===== src/rtl/mux_scan_pkg.sv =====
// rtl/mux_scan_pkg.sv - shared constants and state type for the mux scan sequencer
package mux_scan_pkg;

  localparam int NCH   = 8;
  localparam int SEL_W = 3;
  localparam int CNT_W = 4;

  typedef enum logic [1:0] {
    IDLE    = 2'd0,
    SETTLE  = 2'd1,
    CAPTURE = 2'd2,
    DONE    = 2'd3
  } state_t;

endpackage


===== src/rtl/next_chan_find.sv =====
// rtl/next_chan_find.sv - finds the next enabled channel strictly above an index
module next_chan_find
  import mux_scan_pkg::*;
(
  input  logic [NCH-1:0]   mask,
  input  logic [SEL_W-1:0] idx,
  input  logic             first,
  output logic             found,
  output logic [SEL_W-1:0] nxt
);

  // Walk downwards so the lowest qualifying channel is the one left in nxt;
  // `first` treats idx as -1 so channel 0 is eligible.
  always_comb begin
    found = 1'b0;
    nxt   = '0;
    for (int i = NCH - 1; i >= 0; i--) begin
      if (mask[i] && (first || (i > int'(idx)))) begin
        found = 1'b1;
        nxt   = SEL_W'(i);
      end
    end
  end

endmodule


===== src/rtl/mux_scan_ctrl.sv =====
// rtl/mux_scan_ctrl.sv - scans a masked set of 8:1 mux channels and reports changes
module mux_scan_ctrl
  import mux_scan_pkg::*;
#(
  parameter int SETTLE_CYCLES = 2
) (
  input  logic             clk,
  input  logic             rst_n,
  input  logic             start,
  input  logic             abort,
  input  logic             cont,
  input  logic [NCH-1:0]   mask,
  input  logic             mux_out,
  output logic [SEL_W-1:0] sel,
  output logic             busy,
  output logic             done,
  output logic [NCH-1:0]   sample,
  output logic [NCH-1:0]   changed
);

  localparam logic [CNT_W-1:0] SETTLE_LAST = CNT_W'(SETTLE_CYCLES - 1);

  state_t            state_q, state_nx;
  logic [CNT_W-1:0]  cnt_q, cnt_nx;
  logic [NCH-1:0]    mask_q, mask_nx;
  logic [SEL_W-1:0]  sel_nx;
  logic              cap_en;
  logic              clr_chg;

  logic              first_found;
  logic [SEL_W-1:0]  first_idx;
  logic              next_found;
  logic [SEL_W-1:0]  next_idx;

  // First channel of a new scan comes from the live mask, since it is latched on that same edge.
  next_chan_find u_first (
    .mask  (mask),
    .idx   ('0),
    .first (1'b1),
    .found (first_found),
    .nxt   (first_idx)
  );

  // Successor of the channel just captured, within the mask latched for this scan.
  next_chan_find u_next (
    .mask  (mask_q),
    .idx   (sel),
    .first (1'b0),
    .found (next_found),
    .nxt   (next_idx)
  );

  // Next-state logic; abort overrides everything, including a pending capture.
  always_comb begin
    state_nx = state_q;
    cnt_nx   = cnt_q;
    mask_nx  = mask_q;
    sel_nx   = sel;
    cap_en   = 1'b0;
    clr_chg  = 1'b0;
    if (abort && (state_q != IDLE)) begin
      state_nx = IDLE;
    end else begin
      case (state_q)
        IDLE: begin
          if (start) begin
            clr_chg = 1'b1;
            if (first_found) begin
              state_nx = SETTLE;
              mask_nx  = mask;
              sel_nx   = first_idx;
              cnt_nx   = '0;
            end else begin
              state_nx = DONE;
            end
          end
        end
        SETTLE: begin
          if (cnt_q == SETTLE_LAST) begin
            state_nx = CAPTURE;
          end else begin
            cnt_nx = cnt_q + 1'b1;
          end
        end
        CAPTURE: begin
          cap_en = 1'b1;
          if (next_found) begin
            state_nx = SETTLE;
            sel_nx   = next_idx;
            cnt_nx   = '0;
          end else begin
            state_nx = DONE;
          end
        end
        DONE: begin
          if (cont && first_found) begin
            clr_chg  = 1'b1;
            state_nx = SETTLE;
            mask_nx  = mask;
            sel_nx   = first_idx;
            cnt_nx   = '0;
          end else begin
            state_nx = IDLE;
          end
        end
        default: state_nx = IDLE;
      endcase
    end
  end

  // State, counter, select and status registers; busy/done are registered from the next state.
  always_ff @(posedge clk or negedge rst_n) begin
    if (!rst_n) begin
      state_q <= IDLE;
      cnt_q   <= '0;
      mask_q  <= '0;
      sel     <= '0;
      busy    <= 1'b0;
      done    <= 1'b0;
    end else begin
      state_q <= state_nx;
      cnt_q   <= cnt_nx;
      mask_q  <= mask_nx;
      sel     <= sel_nx;
      busy    <= (state_nx == SETTLE) || (state_nx == CAPTURE);
      done    <= (state_nx == DONE);
    end
  end

  // Capture registers: only the selected channel's bits move on a capture.
  always_ff @(posedge clk or negedge rst_n) begin
    if (!rst_n) begin
      sample  <= '0;
      changed <= '0;
    end else if (clr_chg) begin
      changed <= '0;
    end else if (cap_en) begin
      sample[sel]  <= mux_out;
      changed[sel] <= mux_out ^ sample[sel];
    end
  end

endmodule


===== config.mk =====
export PLATFORM = sky130hd
export DESIGN_NAME = mux_scan_ctrl
export DESIGN_NICKNAME = d
export VERILOG_FILES = /design/src/rtl/mux_scan_pkg.sv /design/src/rtl/next_chan_find.sv /design/src/rtl/mux_scan_ctrl.sv
export SDC_FILE = /design/constraint.sdc
export NUM_CORES = 1
export LEC_CHECK = 0
export BUFFER_PORTS_ARGS = -buffer_cell sky130_fd_sc_hd__buf_4
export CAP_MARGIN = 20
export CORE_MARGIN = 2
export CORE_UTILIZATION = 57
export DETAILED_ROUTE_END_ITERATION = 10
export PLACE_DENSITY = 0.81
export REMOVE_ABC_BUFFERS = 1
export SYNTH_ARGS = -nofsm -noshare
export SYNTH_HDL_FRONTEND = slang
export SYNTH_SLANG_ARGS = --single-unit

===== constraint.sdc =====
create_clock -name clk -period 3.4 [get_ports clk]
set_clock_uncertainty 0.2 [all_clocks]
set_input_delay 0.68 -clock clk [delete_from_list [all_inputs] [get_ports clk]]
set_output_delay 0.68 -clock clk [all_outputs]
set_load 0.05 [all_outputs]

-- Word-level counts from Yosys, hierarchy flattened
Index checks and enable logic that the tools add are counted.
- mux-type cells: 66
- reduce and logical (&&, ||, !) cells: 20
- bitwise logic cells: 3
- add/sub/neg operators: 1
- equal/unequal tests: 12
- order comparisons: 9
- operators by type and width (operator ; count):
    3-bit 2-to-1 mux ; 19
    8-bit 2-to-1 mux ; 5
    1-bit 2-to-1 mux ; 23
    4-bit 2-to-1 mux ; 5
    8-bit bitwise mux ; 2
    4-bit one-hot mux with 4 select lines ; 1
    8-bit one-hot mux with 2 select lines ; 1
    3-bit greater-than comparator (first input constant) ; 4
    6-bit AND reduction ; 2
    1-bit logical AND ; 10
    2-bit 2-to-1 mux ; 5
    2-bit != test (second input constant) ; 5
    3-bit one-hot mux with 3 select lines ; 1
    2-bit == test (second input constant) ; 4
    2-bit one-hot mux with 4 select lines ; 1
    2-bit by 3-bit greater-than comparator with 1-bit output (first input constant) ; 2
    2-bit nonzero test ; 3
    5-bit AND reduction ; 1
    4-bit by 1-bit adder with 4-bit output (second input constant) ; 1
    2-bit by 1-bit == test with 1-bit output (second input constant) ; 2
    4-bit by 1-bit == test with 1-bit output (second input constant) ; 1
    3-bit by 4-bit < comparator with 1-bit output (second input constant) ; 1
    1-bit binary-select mux with 3-bit select ; 1
    1-bit demux with 3-bit select ; 1
    other kinds (9) ; 10
- output and inout bits: 21
- register bits: 35
- bits of input ports: 14
- word-level logic and storage cells: 119

-- Depth between registers and ports, before layout
Gate-level depths: netlist (run 1).
- word-level depth: 14
- gate-level depth with buffers: 8
- gate-level depth less buffers: 8

-- By module
A second synthesis (run 1) with hierarchy kept.
- cell total of the unflattened synthesis: 250
- area total of the unflattened synthesis: 2407.3 um^2
- modules (own cells, without submodules) (module ; sequential area each (um^2) ; area an instance (um^2) ; cells an instance ; times used):
    mux_scan_ctrl ; 875.8 ; 1844.3 ; 174 ; 1
    next_chan_find ; 0.0 ; 281.5 ; 38 ; 2

-- Least setup slack after synthesis (run 1)
No wires, ideal clock.
- kind: input to register
- start: in mask[6]
- end: reg sample[6]
- required time: 3072 ps
- path slack: 885 ps
- setup time: 128 ps
- buffers on the path: 1
- arrival: 2187 ps
- stages: 6
- cell sequence: or4_4 -> o211ai_4 -> a211oi_4 -> buf_6 -> nor3_2 -> mux2_1
- word-level cells in the longest chain between the ends: 13
- RTL lines (item ; RTL line ; RTL):
    start, declared ; mux_scan_ctrl.sv:12 ; input logic [NCH-1:0] mask,
    1-bit 2-to-1 mux (7 in series) ; next_chan_find.sv:18 ; if (mask[i] && (first || (i > int'(idx)))) begin
    1-bit logical AND ; mux_scan_ctrl.sv:96 ; if (cont && first_found) begin
    1-bit 2-to-1 mux ; mux_scan_ctrl.sv:96 ;
    1-bit one-hot mux with 2 select lines ; mux_scan_ctrl.sv:64 ; case (state_q)
    1-bit 2-to-1 mux ; mux_scan_ctrl.sv:61 ; if (abort && (state_q != IDLE)) begin
    1-bit NOT (no line) ; - ;
    2-bit AND reduction (no line) ; - ;
    end signal, assigned by index ; mux_scan_ctrl.sv:138 ; sample[sel] <= mux_out;
    end, declared ; mux_scan_ctrl.sv:17 ; output logic [NCH-1:0] sample,
Every way passes these cells.
A chain may end at the register's enable or synchronous reset.

-- Final worst setup path (run 1)
- start: reg state_q[0]
- end: reg sample[4]
- word-level cells in the longest chain between the ends: 5
- elaborated cells between the ends (all ways): 11
- RTL lines (item ; RTL line ; RTL):
    start, declared ; mux_scan_ctrl.sv:23 ; state_t state_q, state_nx;
    start signal, assigned ; mux_scan_ctrl.sv:121 ; state_q <= state_nx;
    2-bit == test (tied with other cells) ; mux_scan_ctrl.sv:64 ;
    1-bit one-hot mux with 2 select lines or 1-bit logical AND (tied branches) ; mux_scan_ctrl.sv:64, mux_scan_ctrl.sv:61 ;
    1-bit 2-to-1 mux ; mux_scan_ctrl.sv:61 ;
    1-bit NOT (no line) ; - ;
    2-bit AND reduction (no line) * ; - ;
Every way passes the cells marked *; elsewhere a longest branch is shown, timed or not.

==> flow_summary.toml, run 1 <==
[status]
status = "finished, final reports clean"

[routing]
ant_nets = 0
via_count = 1591
firstDrtPassIters = 4
routed_wl_um = 4140
vias_per_cell = 5.68
wire_per_inst_um = 14.8
drt-initial-drc-count = 86
top_layer = "met4"
wl_met2_um = 2030
routed-wl-met3_um = 159
wl_met1_um = 1900
drc_errors = 0

[power]
power_density_nw_per_um2 = 806
leakage_nw = 1.04
ir_drop_mv = 0.378
total_power_w = 0.00189

[layout]
multi_input_area_um2 = 1090
seq_area_um2 = 851
final_util = 0.696
fillers = 289
diodes = 0
layout.nets = 254
syn_to_final_growth_pct = 17.0
drive_gt1_frac = 0.299
stdcell_area_um2 = 2340

[die]
core_um2 = 3360
rows = 21
die_y_um = 63.3
die_w_um = 63.3
io_pins = 35
dieArea_um2 = 4000
start_util = 0.595

[setup_path]
rrSetupSlack_ps = 750
r2r-start = "state_q[0]$_DFF_PN0_"
cp-end-kind = "flop"
slowest_delay_ps = 680
start_kind = "flop"
worst-setup-path-type = "flop to flop"
critPathSlowestCell = "a211oi_4"
worstRegToRegCells = 6
path_cells = "inv_1 -> ha_1 -> and2b_1 -> a211oi_4 -> nor3_1 -> mux2_2"
timing.rr.end = "sample[4]$_DFFE_PN0P_"
critical_path.max_fanout = 16
crit_required_ps = 3440
arrival_ps = 2690

[clocking]
cts_buffers = 5
cts.htree.levels = 2
clockBufferDepth = 2
cts.sinks = 34
clkSlewWorstSetupHoldPaths_ps = 110
clk_latency_ps = 340
cts_setup_buffers = 0
ctsHoldBuffers = 0
postCtsResizedCells = 0
clock-root-buffer = "clkbuf_4"
cts_tree = "done"

[yosys]
syn_area_per_cell_um2 = 10.1
yosys.area.top_type = "dfrtp_1"
synth.cell_area_um2 = 2000
ys_types = 46
ys_seq_area_frac = 0.425
synth-seq-cells = 34
yosysWarningCount = 0
synth-edff-count = 0
synth_top_cell_area_share = 0.425
yosysMostFrequentCell = "dfrtp_1"
synth-main-ff-cell = "dfrtp_1"
synthCells = 199
ys_async_sr_fraction = 1.00
synth_commonest_cells = "dfrtp_1, nor2_1, nor3_1"
synth.area.top_cells = "dfrtp_1, mux2_2, nor3_1, nor2_1, ha_1"

[worst_hold_path]
min_path_type = "primary input to asynchronous set/reset pin"

[sta]
worst_hold_slack_ps = 61.7
rsz0062_at_grt = "no"
hold_violations = 0
finalSetupViolCount = 0
slew_headroom = 0.507
final.setup.tns_ps = 0
fmax_ghz = 0.378
slew_violations = 0
fin_crit_sh = 0.779
post-route-min-period_ps = 2650
worstMarginPinSlew_ps = 738

[global_route]
grt_pass1_vias = 1582
grt_start_max_net_pins = 35
grt_usage = 0.228
overflow = 0
grt_pass1_wl_um = 7180
grt_antenna_before_repair = 0

[place]
gp_congestion = 0.784
port_buffers = 34
dpl.hpwl_um = 3060
dpl-instance-area_um2 = 2280

[run]
cap_violations = 0
[registers in the layout, indices dropped and copies added (netlist names)]
register  cells
state_q       2
sel           3
sample        8
mask_q        7
done          1
busy          1
changed       8
cnt_q         4
[metal layers]
layer,GRT usage,up-vias
li1,-,791
met5,0,-
met2,0.375,27
met4,0.0924,0
met1,0.294,769
met3,0.0464,4
[power by group]
part           internal (W)  switching [W]
combinational      0.000393       0.000589
clock             0.0000993       0.000141
sequential         0.000530       0.000137
total               0.00102       0.000866
[how the worst max path moves through the flow]
stage                                    start                     to  slack, ps  cells past startpoint
final                     state_q[0]$_DFF_PN0_  sample[4]$_DFFE_PN0P_        750                      6
after detailed placement               mask[6]  sample[4]$_DFFE_PN0P_        620                      6
after floorplan                        mask[6]  sample[3]$_DFFE_PN0P_        910                      5
after global placement                 mask[6]  sample[4]$_DFFE_PN0P_        710                      6
after CTS                 state_q[0]$_DFF_PN0_  sample[4]$_DFFE_PN0P_        750                      6
after global routing      state_q[0]$_DFF_PN0_  sample[3]$_DFFE_PN0P_        600                      6
[kinds of logic (layout without fill, tap and decap cells)]
kind of cell,after synthesis,count (layout),synth area share
fa+ha+maj,7,7,0.0437
mux,20,20,0.123
simple gates,91,91,0.245
compound gates,31,31,0.123
flops,34,34,0.425
buf+inv,14,49,0.0313
xor+xnor,2,2,0.00875
[through the flow]
stage                     cells  setup WS [ps]
after floorplan             192            906
after global placement      272            709
after detailed placement    272            620
after CTS                   280            747
after global routing        280            600
final                       280            751
[layout make-up]
cell class              count  share of cell area
repair buffers             34               0.109
clock buffers               6              0.0219
inverters                   7              0.0112
flip-flops and latches     34               0.363
multi-input cells         151               0.465
well taps                  46              0.0246
clock inverters             2             0.00534
[worst max-delay path, delay by kind of cell (launching register included)]
family	cells	cell delay [ps]
DFF	1	430
buffers and inverters	1	120
muxes	1	300
adders and majority gates	1	330
and+or+nand+nor	2	490
AOI/OAI and AO/OA	1	680
[placed cells by master (no fill, tap or decap), drive strengths merged, types with 3 or more instances in the layout]
cell type,n
nor2b,3
a211oi,3
a31oi,3
nor3b,6
nand3,7
mux2,17
nor3,26
nand2,8
clkbuf,6
nand2b,6
o21ai,4
ha,7
buf,34
inv,7
nor2,24
a21oi,5
and3,3
dfrtp,34
Power figures use the tool's default switching activity.
==> run 2, diff against run 1 <==
Settings changed: CORE_UTILIZATION 57 to 50, PLACE_DENSITY 0.81 to 0.75.
Clock period 3.4 ns to 2.2 ns, I/O delays scaled along.
==> run 2 against run 1 <==
Sequential power increased by 49%; register-to-register slack got worse by 700 ps; final cell count rose by 13%; design area up 18%; die area rose by 13%; flip-flop and latch count unchanged; critical path depth grew 1; worst hold slack better by 220 ps; count of clock-buffer cells in the layout is the same; first-iteration DRC count rose by 3.5%; clock power is 150% higher.
==> flow_summary.toml, run 2 (synthesis results as in run 1) <==
[sta]
slew_violations = 0
post-route-min-period_ps = 2180
fin_ws_ps = 15.9
fin_crit_sh = 0.993
finalSetupViolCount = 0
fmax_ghz = 0.458
slew_headroom = 0.714
rsz0062_at_grt = "yes"
hold_violations = 0
worstMarginPinSlew_ps = 429

[worst_hold_path]
min_from = "mux_out"
hold_path_end = "sample[7]$_DFFE_PN0P_"
min_path_cells = 2
min_path_type = "primary input to flop"

[clocking]
cts_tree = "done"
clockBufferDepth = 2
cts_buffers = 5
cts.sinks = 34
cts.htree.levels = 2
clk_latency_ps = 290
clkSlewWorstSetupHoldPaths_ps = 60
clock-root-buffer = "clkbuf_8"

[layout]
fillers = 275
fin_cells = 317
reg_top3 = "changed: 8 flops, sample: 8 flops, mask_q: 7 flops"
layout.nets = 290
stdcell_area_um2 = 2770
diodes = 0
drive_gt1_frac = 0.435
final_util = 0.739
syn_to_final_growth_pct = 38.1
final_common_cell = "buf_4"
seq_area_um2 = 851
multi_input_area_um2 = 1160
final_cell_mix = "buf_4, dfrtp_1, nor2_1, nor3_1, mux2_2"

[global_route]
grt_start_max_net_pins = 35
grt_usage = 0.235
grt_pass1_vias = 1718
grt_antenna_before_repair = 0
overflow = 0
grt_pass1_wl_um = 7780

[die]
rows = 22
dieArea_um2 = 4530
core_um2 = 3740
die_y_um = 67.3
io_pins = 35
start_util = 0.535
die_w_um = 67.3

[routing]
routed_wl_um = 5030
drc_errors = 0
via_count = 1790
vias_per_cell = 5.65
ant_nets = 0
drt-initial-drc-count = 89
firstDrtPassIters = 4
wire_per_inst_um = 15.9

[setup_path]
worstRegToRegCells = 7
arrival_ps = 2150
crit_required_ps = 2170
worst-setup-path-type = "primary input to flop"
r2r-start = "cnt_q[1]$_DFFE_PN0P_"
timing.rr.end = "busy$_DFF_PN0_"
critical_path.max_fanout = 10
critical_path.startpoint = "mask[2]"
start_kind = "primary input"
rrSetupSlack_ps = 50
cp-end-kind = "flop"

[place]
dpl.hpwl_um = 3570
place_inst = 307
gp_congestion = 0.788
dpl-instance-area_um2 = 2530
port_buffers = 34
place_ws_ps = -252

[status]
status = "finished, final reports clean"

[power]
ir_drop_mv = 0.805
power_density_nw_per_um2 = 1280
leakage_nw = 1.25

[run]
cap_violations = 0
## run 2: cell count changes in the layout (fill, tap and decap cells not counted), sizes merged
cell         change
buf             +35
bufinv           +1
clkinv           -1
clkinvlp         -1
dlygate4sd3      +1
## run 2: per-layer routing
layer / vias to the layer above / part of all wire / routed length, um / GRT usage
li1: 859 / - / - / -
met1: 864 / 0.43 / 2170 / 0.292
met2: 58 / 0.50 / 2530 / 0.402
met3: 9 / 0.050 / 252 / 0.0650
met4: 0 / 0.015 / 73 / 0.0612
met5: - / 0 / 0 / 0
## run 2: final cells by class
| type | count | share of cell area |
|---|---|---|
| Tap cell | 48 | 0.0217 |
| Clock inverter | 1 | 0.0109 |
| Sequential cell | 34 | 0.308 |
| Inverter | 7 | 0.00950 |
| Multi-Input combinational cell | 151 | 0.420 |
| Timing Repair Buffer | 70 | 0.200 |
| Clock buffer | 6 | 0.0299 |
## run 2: worst max-delay path, stage by stage
cell,delay (ps)
buf_4,120
or4_4,570
o211ai_4,240
a211oi_4,90
buf_12,160
nor3_2,180
mux2_2,350
## run 2: metrics by stage
step	hold WS, ps	total power (W)	setup TNS [ps]
2_1_floorplan	-55.6	0.00215	-803
3_3_place_gp	209	0.00275	-3250
3_5_place_dp	211	0.00279	-4220
4_1_cts	264	0.00344	0
5_1_grt	275	0.00375	-283
6_report	281	0.00354	0
## run 2: repair_timing
| item | CTS | global route |
|---|---|---|
| buffers inserted | 1 | 1 |
| pin swaps | 0 | 6 |
| hold buffers | 1 | 0 |
| resized for setup | 0 | 17 |
| setup endpoints to repair | 7 | 17 |
| hold endpoints to repair | 34 | 0 |
## run 2: power breakdown
group,total [W],internal (W),switching [W]
Clock,0.000596,0.000362,0.000233
Combinational,0.00195,0.000871,0.00108
Sequential,0.000995,0.000821,0.000174
Total,0.00354,0.00205,0.00149
## run 2: how the worst max path moves through the flow
stage,endpoint,slack [ps],depth (start not counted)
after floorplan,busy$_DFF_PN0_,-130,6
after global placement,sample[1]$_DFFE_PN0P_,-200,6
after detailed placement,sample[3]$_DFFE_PN0P_,-250,6
after CTS,mask_q[3]$_DFFE_PN0P_,20,8
after global routing,busy$_DFF_PN0_,-70,6
final,sample[2]$_DFFE_PN0P_,20,7
